--- config.mk ---
export PLATFORM = sky130hd
export DESIGN_NAME = mem_arbiter_flat
export DESIGN_NICKNAME = d
export VERILOG_FILES = /design/src/rtl/mem_arbiter_if.sv /design/src/rtl/mem_arbiter.sv /design/src/flat_wrapper.sv
export SDC_FILE = /design/constraint.sdc
export NUM_CORES = 1
export LEC_CHECK = 0
export ABC_AREA = 1
export CORE_MARGIN = 4
export CORE_UTILIZATION = 42
export CTS_CLUSTER_DIAMETER = 80
export CTS_CLUSTER_SIZE = 40
export DETAILED_ROUTE_END_ITERATION = 16
export GPL_TIMING_DRIVEN = 1
export PLACE_DENSITY_LB_ADDON = 0.12
export SETUP_SLACK_MARGIN = 0.5
export SLEW_MARGIN = 20
export SYNTH_ARGS = -nofsm -noshare
export SYNTH_HDL_FRONTEND = slang
export SYNTH_SLANG_ARGS = --single-unit
--- constraint.sdc ---
create_clock -name clk_i -period 2 [get_ports clk_i]
set_input_delay 0.4 -clock clk_i [delete_from_list [all_inputs] [get_ports clk_i]]
set_output_delay 0.4 -clock clk_i [all_outputs]
set_load 0.01 [all_outputs]
--- src/rtl/mem_arbiter_if.sv ---
// rtl/mem_arbiter_if.sv - requester and memory-array bus for mem_arbiter
interface mem_arbiter_if #(
  parameter int ADDR_W = 7,
  parameter int DATA_W = 8
);
  logic              ld_req;
  logic [ADDR_W-1:0] ld_addr;
  logic [DATA_W-1:0] ld_wdata;
  logic              ld_ack;
  logic              dm_req;
  logic              dm_we;
  logic [ADDR_W-1:0] dm_addr;
  logic [DATA_W-1:0] dm_wdata;
  logic [DATA_W-1:0] dm_rdata;
  logic              dm_ack;
  logic              if_req;
  logic [ADDR_W-1:0] if_addr;
  logic [DATA_W-1:0] if_rdata;
  logic              if_ack;
  logic              mem_en;
  logic              mem_we;
  logic [ADDR_W-1:0] mem_addr;
  logic [DATA_W-1:0] mem_wdata;
  logic [DATA_W-1:0] mem_rdata;
  logic              busy;

  // The master side is everything around the arbiter: requesters plus the array.
  modport master (
    output ld_req, ld_addr, ld_wdata, dm_req, dm_we, dm_addr, dm_wdata,
           if_req, if_addr, mem_rdata,
    input  ld_ack, dm_rdata, dm_ack, if_rdata, if_ack,
           mem_en, mem_we, mem_addr, mem_wdata, busy
  );

  modport slave (
    input  ld_req, ld_addr, ld_wdata, dm_req, dm_we, dm_addr, dm_wdata,
           if_req, if_addr, mem_rdata,
    output ld_ack, dm_rdata, dm_ack, if_rdata, if_ack,
           mem_en, mem_we, mem_addr, mem_wdata, busy
  );
endinterface

--- src/rtl/mem_arbiter.sv ---
// rtl/mem_arbiter.sv - single-port memory sequencer shared by loader, data port and fetch
module mem_arbiter #(
  parameter int ADDR_W   = 7,
  parameter int DATA_W   = 8,
  parameter int RD_LAT   = 1,
  parameter int FAIR_MAX = 4
) (
  input logic          clk_i,
  input logic          reset_i,
  mem_arbiter_if.slave bus
);
  localparam int FW = $clog2(FAIR_MAX + 1);

  typedef enum logic [1:0] {S_IDLE, S_ISSUE, S_WAIT, S_DONE} state_t;
  typedef enum logic [1:0] {OWN_LD, OWN_DM, OWN_IF} owner_t;

  state_t            state_q, state_d;
  owner_t            owner_q, owner_d;
  logic              we_q, we_d;
  logic [ADDR_W-1:0] addr_q, addr_d;
  logic [DATA_W-1:0] wdata_q, wdata_d;
  logic [1:0]        lat_q, lat_d;
  logic [FW-1:0]     fair_q, fair_d;
  logic [DATA_W-1:0] dm_rdata_q, dm_rdata_d;
  logic [DATA_W-1:0] if_rdata_q, if_rdata_d;
  logic              fair_full;

  assign fair_full = (fair_q == FW'(FAIR_MAX));

  always_comb begin
    state_d    = state_q;
    owner_d    = owner_q;
    we_d       = we_q;
    addr_d     = addr_q;
    wdata_d    = wdata_q;
    lat_d      = lat_q;
    fair_d     = fair_q;
    dm_rdata_d = dm_rdata_q;
    if_rdata_d = if_rdata_q;
    case (state_q)
      S_IDLE: begin
        fair_d = '0;
        // A starved fetch overrides the fixed ld > dm > if order, so the
        // counter never needs to saturate explicitly.
        if (bus.if_req && fair_full) begin
          state_d = S_ISSUE;
          owner_d = OWN_IF;
          we_d    = 1'b0;
          addr_d  = bus.if_addr;
          wdata_d = '0;
        end else if (bus.ld_req || bus.dm_req) begin
          state_d = S_ISSUE;
          if (bus.if_req) fair_d = fair_q + 1'b1;
          if (bus.ld_req) begin
            owner_d = OWN_LD;
            we_d    = 1'b1;
            addr_d  = bus.ld_addr;
            wdata_d = bus.ld_wdata;
          end else begin
            owner_d = OWN_DM;
            we_d    = bus.dm_we;
            addr_d  = bus.dm_addr;
            wdata_d = bus.dm_wdata;
          end
        end else if (bus.if_req) begin
          state_d = S_ISSUE;
          owner_d = OWN_IF;
          we_d    = 1'b0;
          addr_d  = bus.if_addr;
          wdata_d = '0;
        end
      end
      S_ISSUE: begin
        if (we_q) begin
          state_d = S_DONE;
        end else begin
          state_d = S_WAIT;
          lat_d   = 2'(RD_LAT - 1);
        end
      end
      S_WAIT: begin
        if (lat_q == 2'd0) begin
          state_d = S_DONE;
          if (owner_q == OWN_IF) if_rdata_d = bus.mem_rdata;
          else                   dm_rdata_d = bus.mem_rdata;
        end else begin
          lat_d = lat_q - 1'b1;
        end
      end
      S_DONE:  state_d = S_IDLE;
      default: state_d = S_IDLE;
    endcase
  end

  always_ff @(posedge clk_i) begin
    if (reset_i) begin
      state_q    <= S_IDLE;
      owner_q    <= OWN_LD;
      we_q       <= 1'b0;
      addr_q     <= '0;
      wdata_q    <= '0;
      lat_q      <= '0;
      fair_q     <= '0;
      dm_rdata_q <= '0;
      if_rdata_q <= '0;
    end else begin
      state_q    <= state_d;
      owner_q    <= owner_d;
      we_q       <= we_d;
      addr_q     <= addr_d;
      wdata_q    <= wdata_d;
      lat_q      <= lat_d;
      fair_q     <= fair_d;
      dm_rdata_q <= dm_rdata_d;
      if_rdata_q <= if_rdata_d;
    end
  end

  assign bus.mem_en    = (state_q == S_ISSUE);
  assign bus.mem_we    = bus.mem_en & we_q;
  assign bus.mem_addr  = addr_q;
  assign bus.mem_wdata = wdata_q;
  assign bus.ld_ack    = (state_q == S_DONE) && (owner_q == OWN_LD);
  assign bus.dm_ack    = (state_q == S_DONE) && (owner_q == OWN_DM);
  assign bus.if_ack    = (state_q == S_DONE) && (owner_q == OWN_IF);
  assign bus.dm_rdata  = dm_rdata_q;
  assign bus.if_rdata  = if_rdata_q;
  assign bus.busy      = (state_q != S_IDLE);
endmodule

--- src/flat_wrapper.sv ---
// flat-port wrapper written by rule: the top's interface ports become plain ports
module mem_arbiter_flat 
#(
  parameter int ADDR_W   = 7,
  parameter int DATA_W   = 8,
  parameter int RD_LAT   = 1,
  parameter int FAIR_MAX = 4
)
  (clk_i, reset_i, bus_ld_req, bus_ld_addr, bus_ld_wdata, bus_dm_req, bus_dm_we, bus_dm_addr, bus_dm_wdata, bus_if_req, bus_if_addr, bus_mem_rdata, bus_ld_ack, bus_dm_rdata, bus_dm_ack, bus_if_rdata, bus_if_ack, bus_mem_en, bus_mem_we, bus_mem_addr, bus_mem_wdata, bus_busy);
  mem_arbiter_if #(.ADDR_W(ADDR_W), .DATA_W(DATA_W)) bus_i ();
  input logic clk_i;
  input logic reset_i;
  input wire logic [$bits(bus_i.ld_req)-1:0] bus_ld_req;
  input wire logic [$bits(bus_i.ld_addr)-1:0] bus_ld_addr;
  input wire logic [$bits(bus_i.ld_wdata)-1:0] bus_ld_wdata;
  input wire logic [$bits(bus_i.dm_req)-1:0] bus_dm_req;
  input wire logic [$bits(bus_i.dm_we)-1:0] bus_dm_we;
  input wire logic [$bits(bus_i.dm_addr)-1:0] bus_dm_addr;
  input wire logic [$bits(bus_i.dm_wdata)-1:0] bus_dm_wdata;
  input wire logic [$bits(bus_i.if_req)-1:0] bus_if_req;
  input wire logic [$bits(bus_i.if_addr)-1:0] bus_if_addr;
  input wire logic [$bits(bus_i.mem_rdata)-1:0] bus_mem_rdata;
  output wire logic [$bits(bus_i.ld_ack)-1:0] bus_ld_ack;
  output wire logic [$bits(bus_i.dm_rdata)-1:0] bus_dm_rdata;
  output wire logic [$bits(bus_i.dm_ack)-1:0] bus_dm_ack;
  output wire logic [$bits(bus_i.if_rdata)-1:0] bus_if_rdata;
  output wire logic [$bits(bus_i.if_ack)-1:0] bus_if_ack;
  output wire logic [$bits(bus_i.mem_en)-1:0] bus_mem_en;
  output wire logic [$bits(bus_i.mem_we)-1:0] bus_mem_we;
  output wire logic [$bits(bus_i.mem_addr)-1:0] bus_mem_addr;
  output wire logic [$bits(bus_i.mem_wdata)-1:0] bus_mem_wdata;
  output wire logic [$bits(bus_i.busy)-1:0] bus_busy;
  assign bus_i.ld_req = bus_ld_req;
  assign bus_i.ld_addr = bus_ld_addr;
  assign bus_i.ld_wdata = bus_ld_wdata;
  assign bus_i.dm_req = bus_dm_req;
  assign bus_i.dm_we = bus_dm_we;
  assign bus_i.dm_addr = bus_dm_addr;
  assign bus_i.dm_wdata = bus_dm_wdata;
  assign bus_i.if_req = bus_if_req;
  assign bus_i.if_addr = bus_if_addr;
  assign bus_i.mem_rdata = bus_mem_rdata;
  assign bus_ld_ack = bus_i.ld_ack;
  assign bus_dm_rdata = bus_i.dm_rdata;
  assign bus_dm_ack = bus_i.dm_ack;
  assign bus_if_rdata = bus_i.if_rdata;
  assign bus_if_ack = bus_i.if_ack;
  assign bus_mem_en = bus_i.mem_en;
  assign bus_mem_we = bus_i.mem_we;
  assign bus_mem_addr = bus_i.mem_addr;
  assign bus_mem_wdata = bus_i.mem_wdata;
  assign bus_busy = bus_i.busy;
  mem_arbiter #(.ADDR_W(ADDR_W), .DATA_W(DATA_W), .RD_LAT(RD_LAT), .FAIR_MAX(FAIR_MAX)) u_core (.clk_i(clk_i), .reset_i(reset_i), .bus(bus_i));
endmodule
==> metrics <==
Critical Path Stages=4; FILL cells=394; via count=2,224; crit-path max FO=5; # H-tree levels=2; Register-to-Register Path Depth=8; post-synth net total=351; Avg Cell Area, Syn=6.924 um^2; grt ovf=0; setup_tns=0 ns; DRC=0; slowest stage delay, CP=0.41 ns; reg2reg end=u_core.state_q[1]; Worst Max-Slew Pin Slew=0.3466 ns; hold buffers post-CTS=0; Lkg Pwr=1.533 nW; Yosys warnings=0; TritonCTS clock tree=done; CP arrival=1.14 ns; HPWL Detailed=4.113 mm; DIE AREA=0.005988 mm^2; nets=452; Pwr Density=1076 mW/mm^2; initial antenna violation count=0; flops & latches, synth=41; Synth Instances=292; Port-buffer cells=87; vias in the first global route=2,137; RSZ-0062 raised after global routing=true; Top FF cell, synth=dfxtp_1; Core Box Area=0.004504 mm^2; Post-Route Utilization=0.7136; overall routed net length=5.976 mm; Final ANT Viol Nets=0; Slowest cell on crit path=dfxtp_4; layout cell share with drive strength beyond 1=0.1675; cell area after layout=0.003214 mm^2; first drt pass iteration count=4; die height=77.39 um; post-synth top area cell=dfxtp_1; relative slew slack=0.7685; all-layer global routing usage=0.1909; DIE WIDTH=77.39 um; CTS Sinks=41; Site Rows=24; post-synth cell types=25; Clock Path Buffers=2; Clock Tree Root=clkbuf_8; clock slew at reported path FFs=0.08 ns; Worst Skew=0.007416 ns; number of buffer and inverter stages on the critical path=2; final estimated routing congestion in global placement=0.8402; delay-heaviest family, CP=flip-flops; class of the worst hold path=flip-flop to flip-flop; Hold Path Origin=u_core.bus.mem_wdata[4]; sequential cell area fraction in the yosys report=0.4059; wire per inst=13.40 um; antenna cells=0; Final Hold Violating Endpoints=0; Initial DRC Count=116; clk_lat worst skew=0.29 ns; Mapped Area=0.002022 mm^2; top-count cell post-synth=nand2_1; Via density=4.987; global-route wire length before repair=9.370 mm; startpoint type of the worst setup path=flip-flop; Hold EP=u_core.bus.mem_wdata[4]; R2R setup slack=0.57 ns; final setup vio count=0; Max Cap Violations=0; hold path depth=2; WP data required=1.60 ns; EDFF count, synth=0; worst setup path start=u_core.state_q[0]; Area Growth Syn to Fin=58.97%; fmax=647.4 MHz; Slew Limit Fails=0; Final min period=1.545 ns; Final period util=0.7723; placed cell area=0.002963 mm^2; Initial Utilization=0.4489; crit path kind=flip-flop to primary output; VDD IR-drop max=685.3 uV; share of the synthesized area in the top cell type=0.4059; total CTS buffers=5; crit path capture type=primary output; Area contributors post-synth=dfxtp_1, nand2_1, nor2_1; pin count of the biggest net entering global routing=25; Worst R2R Start=u_core.state_q[1]; status=finished clean; critical path cell sequence=ha_4, inv_2, nor3_2, buf_2; io pins=88; Post-synth top cells=nand2_1, nor2_1, dfxtp_1, inv_1, o21ai_0; ys async rst share=0
## routing by layer
metal / up-vias / share of wire / track usage
li1: 1133 / - / -
met1: 1023 / 0.44 / 0.2298
met2: 61 / 0.50 / 0.3351
met3: 7 / 0.054 / 0.05093
met4: 0 / 0.011 / 0.05338
met5: - / 0 / 0
## kinds of logic (layout without fill, tap and decap cells)
kind of cell | after synthesis | after routing | synth area share
AOI/OAI and AO/OA | 50 | 50 | 0.1331
adders and majority gates | 8 | 8 | 0.04951
buffers and inverters | 35 | 136 | 0.08106
DFF | 41 | 41 | 0.4059
and+or+nand+nor | 158 | 159 | 0.3305
## report_power, final
group	switching, mW	internal, mW	total [mW]
clock	0.286	0.407	0.693
combinational	0.875	0.725	1.60
sequential	0.141	1.03	1.17
total	1.30	2.16	3.46
## cells in the final DEF, fill, tap and decap left out, drive strengths merged
master          n
inv            23
clkbuf          7
dlymetal6s2s    1
ha              8
clkinvlp        2
clkdlybuf4s50  47
nand4           4
nand3b          1
dfxtp          41
nand3          16
nor3            3
buf            22
bufinv          1
nand2          83
o21ai          28
nor2           51
dlygate4sd2    33
a21boi          3
a21oi          19
or2             1
## worst max path at each step
stage	end	slack [ns]
final	bus_dm_ack	0.46
after CTS	bus_busy	0.44
after detailed placement	u_core.bus.mem_wdata[1]	0.06
after floorplan	u_core.bus.mem_addr[2]	0.55
after global placement	u_core.bus.mem_wdata[7]	0.12
after global routing	bus_dm_ack	0.42
## worst min-delay path, stage by stage, from the launching register on
cell	delay, ns
dfxtp_1	0.31
nand2_1	0.06
a21oi_1	0.05
## area by class of cell
class / instances / area, um^2 / area share
Multi-Input combinational cell: 217 / 1146 / 0.3566
Clock inverter: 1 / 30.03 / 0.009342
Sequential cell: 41 / 829.5 / 0.2581
Timing Repair Buffer: 103 / 945.9 / 0.2943
Tap cell: 52 / 65.06 / 0.02024
Clock buffer: 7 / 86.33 / 0.02686
Inverter: 25 / 111.4 / 0.03464
## per-stage QoR
stage	hold slack [ns]	setup slack (ns)	cells	power [mW]
after floorplan	0.4539	0.5454	292	1.958
after global placement	0.4520	0.1162	431	2.551
after detailed placement	0.4559	0.05973	431	2.580
after CTS	0.4651	0.4446	442	3.239
after global routing	0.4745	0.4209	446	3.712
final	0.4648	0.4554	446	3.460
## flip-flops by register name (all words and copies together) (netlist names)
| name | flops |
|---|---|
| u_core.we_q | 1 |
| u_core.bus.mem_addr | 7 |
| u_core.bus.dm_rdata | 8 |
| u_core.fair_q | 3 |
| u_core.lat_q | 2 |
| u_core.owner_q | 2 |
| u_core.bus.mem_wdata | 8 |
| u_core.bus.if_rdata | 8 |
| u_core.state_q | 2 |
## repair_timing
action,in CTS,in global routing
hold endpoints to repair,0,0
buffers inserted,2,4
setup endpoints to repair,66,44
cloned,1,0
pin swaps,2,7
resized for setup,71,32
(Power assumes the default switching activity.)
==> patch (config.mk and constraints unchanged) <==
`ADDR_W` is set to 7 in 3 places; all go to 5.
--- a/src/rtl/mem_arbiter_if.sv
+++ b/src/rtl/mem_arbiter_if.sv
@@ -1,6 +1,6 @@
 // rtl/mem_arbiter_if.sv - requester and memory-array bus for mem_arbiter
 interface mem_arbiter_if #(
-  parameter int ADDR_W = 7,
+  parameter int ADDR_W = 5,
   parameter int DATA_W = 8
 );
   logic              ld_req;
--- a/src/rtl/mem_arbiter.sv
+++ b/src/rtl/mem_arbiter.sv
@@ -1,6 +1,6 @@
 // rtl/mem_arbiter.sv - single-port memory sequencer shared by loader, data port and fetch
 module mem_arbiter #(
-  parameter int ADDR_W   = 7,
+  parameter int ADDR_W   = 5,
   parameter int DATA_W   = 8,
   parameter int RD_LAT   = 1,
   parameter int FAIR_MAX = 4
--- a/src/flat_wrapper.sv
+++ b/src/flat_wrapper.sv
@@ -1,7 +1,7 @@
 // flat-port wrapper written by rule: the top's interface ports become plain ports
 module mem_arbiter_flat 
 #(
-  parameter int ADDR_W   = 7,
+  parameter int ADDR_W   = 5,
   parameter int DATA_W   = 8,
   parameter int RD_LAT   = 1,
   parameter int FAIR_MAX = 4
Ports: changed (resized bus_dm_addr, bus_if_addr, bus_ld_addr and bus_mem_addr); port bits go from 88 to 80. The function was not compared with the original's and may differ.
==> patch against the original RTL <==
- design area decreased by 5.0%
- largest cell class unchanged
- combinational power decreased by 4%
- routed wire length decreased by 16%
- worst setup slack got worse by 0.014 ns
- critical path depth increased by 1
- total power decreased by 5.8%
- area after synthesis decreased by 1.5%
- sequential cell count decreased by 2
==> patch: results (changes against the original RTL) <==
status complete, no violations; placed cells 398 (-7.7%); leakage 1.46 nW (-5.0%); crit-path max FO 3 (-2); critical path's largest stage delay 0.37 ns (-0.04 ns); root buffer cell clkbuf_8; GRT Total Usage 17.3% (-1.8 points); largest net degree at the start of global routing 24 (-4.0%); clk slew on worst S/H paths 0.08 ns (about the same); DR pass1 iterations 4 (unchanged); predominant post-synthesis flop cell dfxtp_1; DR vias/cell 4.72 (-5.3%); share of cells above drive strength 1 22.4% (+5.6 points); Hold WS 0.469 ns (+0.00449 ns); Final Skew 0.00760 ns (+0.000182 ns); dpl hpwl 3.84 mm (-6.6%); Non-Filler Instances 414 (-7.2%); Buffers on Ports 79 (-9.2%); Place WS 0.150 ns (+0.0900 ns); initial antenna violation count 0 (unchanged); synth top area cells dfxtp_1, nand2_1, nor2_1; Clk Latency, worst-skew pair 0.29 ns (about the same); synth warn 0 (unchanged); Placement Cell Area 2820 um2 (-5.0%); reg-to-reg setup timing slack 0.58 ns; Distinct cells, synth 31 (+24%); Seq/Total Area, Yosys 39.2% (-1.4 points); worst hold path type register to register; slowest cell on the critical path dfxtp_4; peak supply drop 0.000749 V (+9.3%); diode count 0 (unchanged); Synth Area per Inst 7.35 um2 (+6.1%); top cells by count, synth nand2_1, nor2_1, dfxtp_1; vias in the first global route 1904 (-11%); final wirelength 5.01 mm (-16%); Worst EP arrival 1.16 ns (+0.02 ns); min Tclk post-route 1.56 ns (+0.0141 ns); fillers 385 (-2.3%); Post-Syn Nets 324 (-7.7%); GPL Wtd Cong 0.820 (-2.4%); Max clock buf depth 2 (unchanged); most numerous cell in the Yosys netlist nand2_1; number of buffers created by CTS 5 (unchanged); ys async rst share 0% (unchanged); Starting DRT DRC Count 73 (-37%); first-pass GRT wire length 8.42 mm (-10%); H-Tree Depth 2 (unchanged); relative slew slack 78.0% (+1.1 points)
[patch: changes by cell type in the layout (fill, tap and decap cells not counted), moves of 4 or more]
cell	delta
clkdlybuf4s50_1	-6
nor2_2	-4
inv_2	+6
a21oi_1	-11
nand2_2	+9
a21oi_2	+10
nand2_1	-15
buf_4	-4
o21ai_0	-5
[patch: logic make-up (layout without fill, tap and decap cells)]
| family | count (synthesis) | in the layout | share of synthesized area [%] |
|---|---|---|---|
| AOI/OAI and AO/OA | 43 | 43 | 13.8 |
| adders and majority gates | 8 | 8 | 5.03 |
| DFF | 39 | 39 | 39.2 |
| buffers and inverters | 33 | 124 | 7.79 |
| and+or+nand+nor | 148 | 148 | 34.2 |
[patch: final cells by class]
type / instances / area (um2) / area share (%)
Multi-Input combinational cell: 199 / 1130 / 36.9
Timing Repair Buffer: 91 / 860 / 28.2
Sequential cell: 39 / 790 / 25.9
Inverter: 25 / 100 / 3.28
Clock buffer: 5 / 68.8 / 2.25
Tap cell: 52 / 65.1 / 2.13
Clock inverter: 3 / 43.8 / 1.43
[patch: path summary, 6_finish.rpt]
| check | start | endpoint | depth (start not counted) |
|---|---|---|---|
| max | u_core.state_q[1]$_SDFFE_PP0P_ | bus_mem_we | 5 |
| max reg2reg | u_core.state_q[1]$_SDFFE_PP0P_ | u_core.state_q[1]$_SDFFE_PP0P_ | 8 |
| min reg2reg | u_core.bus.mem_wdata[0]$_SDFFE_PP0P_ | u_core.bus.mem_wdata[0]$_SDFFE_PP0P_ | 2 |
| min | u_core.bus.mem_wdata[0]$_SDFFE_PP0P_ | u_core.bus.mem_wdata[0]$_SDFFE_PP0P_ | 2 |
[patch: power breakdown]
part | internal [W] | total, W | switching, W
Clock | 0.000371 | 0.000647 | 0.000275
Combinational | 0.000711 | 0.00154 | 0.000832
Sequential | 0.000957 | 0.00107 | 0.000113
Total | 0.00204 | 0.00326 | 0.00122
[patch: what timing repair did]
item / CTS / global route
endpoints found under the setup margin: 67 / 43
buffers inserted: 3 / 5
gates resized for setup: 67 / 23
pin swaps: 2 / 4
[patch: worst max-delay path, delay by kind of cell, from the launching register on]
family	cells	cell delay [ns]
buffers and inverters	3	0.25
adders and majority gates	1	0.19
and+or+nand+nor	1	0.07
DFF	1	0.37
[patch: per-layer routing]
metal  share of wire [%]  global-route usage [%]  vias to the layer above  wire (um)
li1                    -                       -                     1047          -
met1                  44                    21.5                      844       2230
met2                  49                    29.4                       55       2450
met3                 5.2                    3.75                        9        259
met4                 1.4                    6.34                        0         72
met5                   0                       0                        -          0
